File: src/rtl/ec2_control_unit.sv
// ec2_control_unit: fetch/decode/execute FSM for the EC-2 accumulator datapath with Enter handshake and single-step mode
module ec2_control_unit #(
  parameter int SYNC_STAGES = 2
) (
  input  logic       Clock,
  input  logic       Reset,
  input  logic       Enter,
  input  logic       Step,
  input  logic       StepMode,
  input  logic [2:0] IR,
  input  logic       Aeq0,
  input  logic       Apos,
  output logic       IRload,
  output logic       JMPmux,
  output logic       PCload,
  output logic       Meminst,
  output logic       MemWr,
  output logic [1:0] Asel,
  output logic       Aload,
  output logic       Sub,
  output logic       Halt,
  output logic       InWait,
  output logic [3:0] state
);
  typedef enum logic [3:0] {
    START  = 4'b0000,
    FETCH  = 4'b0001,
    DECODE = 4'b0010,
    LOAD   = 4'b1000,
    STORE  = 4'b1001,
    ADD    = 4'b1010,
    SUB    = 4'b1011,
    INPUT  = 4'b1100,
    JZ     = 4'b1101,
    JPOS   = 4'b1110,
    HALT   = 4'b1111
  } state_t;
  state_t st;
  logic [SYNC_STAGES-1:0] enter_sync, step_sync;
  logic enter_hist, step_hist, enter_edge, step_edge, go;
  assign enter_edge = enter_sync[SYNC_STAGES-1] & ~enter_hist;
  assign step_edge  = step_sync[SYNC_STAGES-1] & ~step_hist;
  assign go         = ~StepMode | step_edge;
  assign state      = st;
  always_ff @(posedge Clock)
    if (!Reset) begin
      st         <= START;
      enter_sync <= '0;
      step_sync  <= '0;
      enter_hist <= 1'b0;
      step_hist  <= 1'b0;
    end else begin
      enter_sync <= {enter_sync[SYNC_STAGES-2:0], Enter};
      step_sync  <= {step_sync[SYNC_STAGES-2:0], Step};
      enter_hist <= enter_sync[SYNC_STAGES-1];
      step_hist  <= step_sync[SYNC_STAGES-1];
      if (st == INPUT) begin
        if (enter_edge) st <= START;
      end else if (st != HALT && go)
        // execute states share the opcode in their low three bits
        st <= st == START  ? FETCH :
              st == FETCH  ? DECODE :
              st == DECODE ? state_t'({1'b1, IR}) : START;
    end
  assign IRload  = st == FETCH & go;
  assign PCload  = (st == FETCH | (st == JZ & Aeq0) | (st == JPOS & Apos)) & go;
  assign JMPmux  = st == JZ | st == JPOS;
  assign Meminst = st inside {DECODE, LOAD, STORE, ADD, SUB};
  assign MemWr   = st == STORE & go;
  assign Asel    = st == LOAD ? 2'b10 : st == INPUT ? 2'b01 : 2'b00;
  assign Aload   = st == INPUT ? enter_edge : (st inside {LOAD, ADD, SUB}) & go;
  assign Sub     = st == SUB;
  assign Halt    = st == HALT;
  assign InWait  = st == INPUT;
endmodule

File: config.mk
export PLATFORM = sky130hd
export DESIGN_NAME = ec2_control_unit
export DESIGN_NICKNAME = d
export VERILOG_FILES = /design/src/rtl/ec2_control_unit.sv
export SDC_FILE = /design/constraint.sdc
export NUM_CORES = 1
export LEC_CHECK = 0
export ABC_AREA = 1
export BUFFER_PORTS_ARGS = -buffer_cell sky130_fd_sc_hd__buf_2
export CAP_MARGIN = 10
export CORE_MARGIN = 5
export CORE_UTILIZATION = 25
export DETAILED_ROUTE_END_ITERATION = 12
export SLEW_MARGIN = 20
export SYNTH_ARGS = -nofsm -noshare
export SYNTH_HDL_FRONTEND = slang
export SYNTH_SLANG_ARGS = --single-unit
File: constraint.sdc
create_clock -name Clock -period 1 [get_ports Clock]
set_input_delay 0 -clock Clock [delete_from_list [all_inputs] [get_ports Clock]]
set_output_delay 0 -clock Clock [all_outputs]
set_load 0.02 [all_outputs]
# Yosys cells after proc, flatten, opt, wreduce, memory -nomap -nowiden
# Cells that the tools add are included.
[totals] register_bits=10 inputBits=10 out_inout_bits=15 wordCells=47
[op_classes] n_eq_ne=12 muxes=9 n_bitwise=15 reduce_logical=6
[ops] cell="4-bit == test (second input constant)" count=8
[ops] cell="4-bit two-way mux" count=6
[ops] cell="1-bit bitwise AND" count=8
[ops] cell="5-bit nonzero test" count=1
[ops] cell="4-bit by 1-bit == test with 1-bit output (second input constant)" count=1
[ops] cell="4-bit by 2-bit == test with 1-bit output (second input constant)" count=1
[ops] cell="4-bit zero test" count=1
[ops] cell="4-bit inequality test (second input constant)" count=1
[ops] cell="1-bit bitwise OR" count=4
[ops] cell="1-bit NOT" count=3
[ops] cell="3-bit nonzero test" count=1
[ops] cell="1-bit two-way mux" count=2
[ops] cell="2-bit two-way mux" count=1
[ops] cell="2-bit by 1-bit inequality test with 1-bit output (second input constant)" count=1
[ops] cell="2-bit AND reduction" count=1
[ops] cell="2-bit nonzero test" count=1
[ops] cell="1-bit logical AND" count=1

# Longest topological paths before layout
[depth] word_depth=6 mapped_depth=7 mapped_depth_nobuf=7

# Least setup slack after synthesis
# No wires, ideal clock.
[synth_path] kind="register to output" from="register st[0], in the netlist state[0]" to="output IRload" arrival_time_ps=1217 t_required_ps=1000 path_slack_ps=-217 stages_incl_launch_ff=5 path_buffers=0 cell_sequence="dfxtp_1 > inv_2 > nor2_2 > nand2_2 > a21oi_1"
[synth_between] elab_chain_len=2
[synth_lines] element="from (decl)" line_no="38" rtl="state_t st;"
[synth_lines] element="from (signal assigned)" line_no="61" rtl="st <= st == START ? FETCH :"
[synth_lines] element="4-bit by 1-bit == test with 1-bit output" line_no="65" rtl="assign IRload = st == FETCH & go;"
[synth_lines] element="1-bit bitwise AND" line_no="65"
[synth_lines] element="to (decl)" line_no="13" rtl="output logic IRload,"
# Every way passes these cells.

# Worst setup path after layout
[layout_path] from="register st[0], in the netlist state[0]" to="output PCload"
[layout_between] elab_chain_len=5 elab_cells_between_ends=8 cone_classes="eq/ne (3); bitwise (5)"
[layout_lines] element="4-bit == test" line_no="66" rtl="assign PCload = (st == FETCH | (st == JZ & Aeq0) | (st == JPOS & Apos)) & go;"
[layout_lines] element="1-bit bitwise AND" line_no="66"
[layout_lines] element="1-bit bitwise OR" line_no="66"
[layout_lines] element="1-bit bitwise OR *" line_no="66"
[layout_lines] element="1-bit bitwise AND *" line_no="66"
[layout_lines] element="to (decl)" line_no="15" rtl="output logic PCload,"
# Mark *: on every way between the ends. The rest lies on a longest branch, timed or not.

==> summary.txt <==
Status
  – Outcome: finished, violations left
  – Failing checks: negative setup slack

STA
  – Max Fclk: 785.1 MHz
  – Final setup margin: -0.2737 ns
  – Tmin final: roughly 1.3 ns
  – Fin Clk Skew: around 0.0024 ns
  – Min Hold Slack: between 0.03 and 0.04 ns
  – Final Setup Violations: 16
  – Max Transition Viols Final: 0
  – Fin. Hold Viols: 0
  – Fin crit share: 127.4%
  – RSZ-0062 raised after global routing: true
  – Slew @ Worst Pin: 0.1829 ns
  – Worst slew margin: approximately 88%

Synthesis
  – Mean post-synth cell area: 6.412 um^2
  – Post-synthesis sequential area ratio: between 30% and 40%
  – Netlist cell types: 17
  – Ys async rst share: 0%
  – Cell Area, Synth: about 560 um^2
  – Synth warn: 0
  – Mapped Cells: a little under 90
  – Syn nets: just under 100
  – Synth Register Bits: 10
  – Synth Flop Type: dfxtp_1
  – Number of enable flip-flop cells after synthesis: 0

GRT
  – First-pass GRT wire length: roughly 2700 um
  – Total gr overflow: 0
  – Vias in the first global route: 673
  – Largest net degree at the start of global routing: 11
  – Initial antenna violation count: 0
  – Total GRT Usage: between 10% and 20%

Setup path
  – Slowest CP cell: dfxtp_4
  – Crit path DAT: ~1.3 ns
  – Critical path peak fanout: 4
  – CP Launch Type: register
  – Crit path required time: 1.00 ns
  – Delay-heaviest family, CP: flip-flops
  – Cells along the critical path: inv_4, nor2_4, nand3_2, nand3_2, nand2_1, inv_1, buf_6
  – Crit Path Category: register to output port
  – CP most frequent cell: nand3_2
  – Critical path capture point type: output port
  – Buf/Inv on CP: 3
  – Max incr delay on CP: ~0.4 ns

Layout
  – Fillers: around 200
  – Layout Cells excl Fill: roughly 160
  – Commonest non-fill, non-tap cells in the layout: buf_6 (18), nand2_1 (16), buf_4 (13), inv_1 (11), buf_2 (11)
  – Area added between synthesis and finish: 104.2%
  – Ant. Diodes: 0
  – Share of layout cells above drive strength 1: 62.96%
  – Nets: roughly 150
  – Most common cell after layout, fill and taps aside: buf_6

Die
  – Core area: ~0.0022 mm^2
  – Initial Util: about 26%
  – Die area: around 0.0033 mm^2
  – Die X: ~58 um
  – # rows: 17
  – Die height: ~58 um
  – # IOs: 25

Placement
  – Place WS: -0.03525 ns
  – Port bufs: 24
  – Hpwl dp: 1109 um
  – Global placement routability congestion: approximately 0.85
  – Inst Count DP: roughly 150

Route
  – Total wire length: 1629 um
  – Vias/cell: 4.196
  – Drt initial violations: 2
  – Wire length per cell: 9.994 um
  – Drt drc: 0
  – Antenna viol nets, final: 0
  – Via count: between 600 and 700
  – First-pass DRT Iterations: 4

Pwr
  – Leakage: between 0.6 and 0.7 nW
  – Clock power frac: around 29%
  – Part of the power in registers: approximately 36%
  – Net Switching: between 400 and 500 uW
  – Peak VDD IR: around 0.8 mV
  – Sw Share: approximately 33%
  – Gate power share: 34.8%
  – PwrDens: ~1100 mW/mm^2
  – Int Pwr: roughly 860 uW

Clock network
  – Worst-path clk slew: about 0.070 ns
  – Root buf cell: clkbuf_4
  – Clk sink count: 10
  – H-tree depth: 1
  – CTS tree: built
  – Clk_lat worst skew: 0.26 ns
  – Num CTS Buffers: 3
  – Buffer depth of the longest clock path: 2

Run
  – Max Cap Viol: 0

Hold path
  – Min-delay worst type: input port to register
-- cell families (layout without fill, tap and decap cells) --
group / Yosys count / count (layout) / synth area share (%)
AOI/OAI and AO/OA: 7 / 7 / 6.651
buffers and inverters: 22 / 69 / 15.30
DFF: 10 / 10 / 35.48
and+or+nand+nor: 49 / 49 / 42.57
-- metal layers --
metal | GRT usage [%] | share of wire, % | vias up
met2 | 18.55 | 55 | 17
met5 | 0 | 0 | -
li1 | - | - | 358
met1 | 11.13 | 38 | 305
met3 | 2.941 | 4.7 | 4
met4 | 3.974 | 2.3 | 0
-- worst reg2reg max path, cell delays in order, from the launching register on --
cell and delay [ns]:
dfxtp_4 0.42, inv_4 0.05, nor2_4 0.13, buf_6 0.13, nand2_4 0.05, buf_6 0.12
nor2_4 0.07, a21oi_2 0.04, nor2_1 0.11
-- Yosys cell counts (2+ instances only) --
| cell | number | share of area [%] |
|---|---|---|
| nor2_1 | 9 | 6.0 |
| nor3_1 | 2 | 1.8 |
| a21oi_1 | 5 | 4.4 |
| nand2_2 | 4 | 4.4 |
| nand2_1 | 20 | 13 |
| nor2_2 | 2 | 2.2 |
| dfxtp_1 | 10 | 35 |
| inv_2 | 3 | 2.0 |
| inv_1 | 17 | 11 |
| nand3_1 | 9 | 8.0 |
-- repair_timing --
item / in CTS / in global routing
endpoints found under the setup margin: 15 / 17
pin swaps: 12 / 9
hold buffers: 2 / 0
cloned: 0 / 0
resized for setup: 47 / 16
buffers inserted: 9 / 3
hold endpoints to repair: 2 / 0
-- power groups by stage --
| stage | clock, mW | sequential (mW) | combinational [mW] |
|---|---|---|---|
| after CTS | 0.374 | 0.464 | 0.389 |
| after global placement | 0 | 0.466 | 0.276 |
| after floorplan | 0 | 0.482 | 0.169 |
| after global routing | 0.404 | 0.473 | 0.483 |
| final | 0.368 | 0.466 | 0.445 |
| after detailed placement | 0 | 0.466 | 0.278 |
-- state kept, by name, indices dropped and copies added, names as in the netlist --
register	flops
state	4
enter_sync	2
step_sync	2
enter_hist	1
step_hist	1
-- cell type report --
cell class / count / area, um^2 / area share (%)
Tap cell: 28 / 35.03 / 3.040
Clock buffer: 4 / 36.28 / 3.149
Multi-Input combinational cell: 56 / 396.6 / 34.42
Sequential cell: 10 / 215.2 / 18.68
Inverter: 21 / 93.84 / 8.143
Timing Repair Buffer: 44 / 375.4 / 32.57
-- worst paths after layout --
kind | startpoint | to | slack [ns] | depth (start not counted)
worst max-delay path | state[0] | PCload | -0.27 | 7
worst min-delay path | Reset | enter_sync[0] | 0.04 | 3
worst max register to register | state[1] | state[2] | -0.17 | 8
worst min register to register | enter_sync[0] | enter_sync[1] | 0.41 | 2
-- stage by stage --
stage                     power (mW)  utilization [%]  area (um^2)  TNS, ns
after global placement        0.7414            36.89        808.3  -0.1219
final                          1.279            52.60         1152   -2.735
after floorplan               0.6512                -        615.6        0
after global routing           1.360            52.60         1152   -3.820
after detailed placement      0.7448            36.89        808.3  -0.1523
after CTS                      1.227            48.94         1072   -2.558
(Power assumes the default switching activity.)
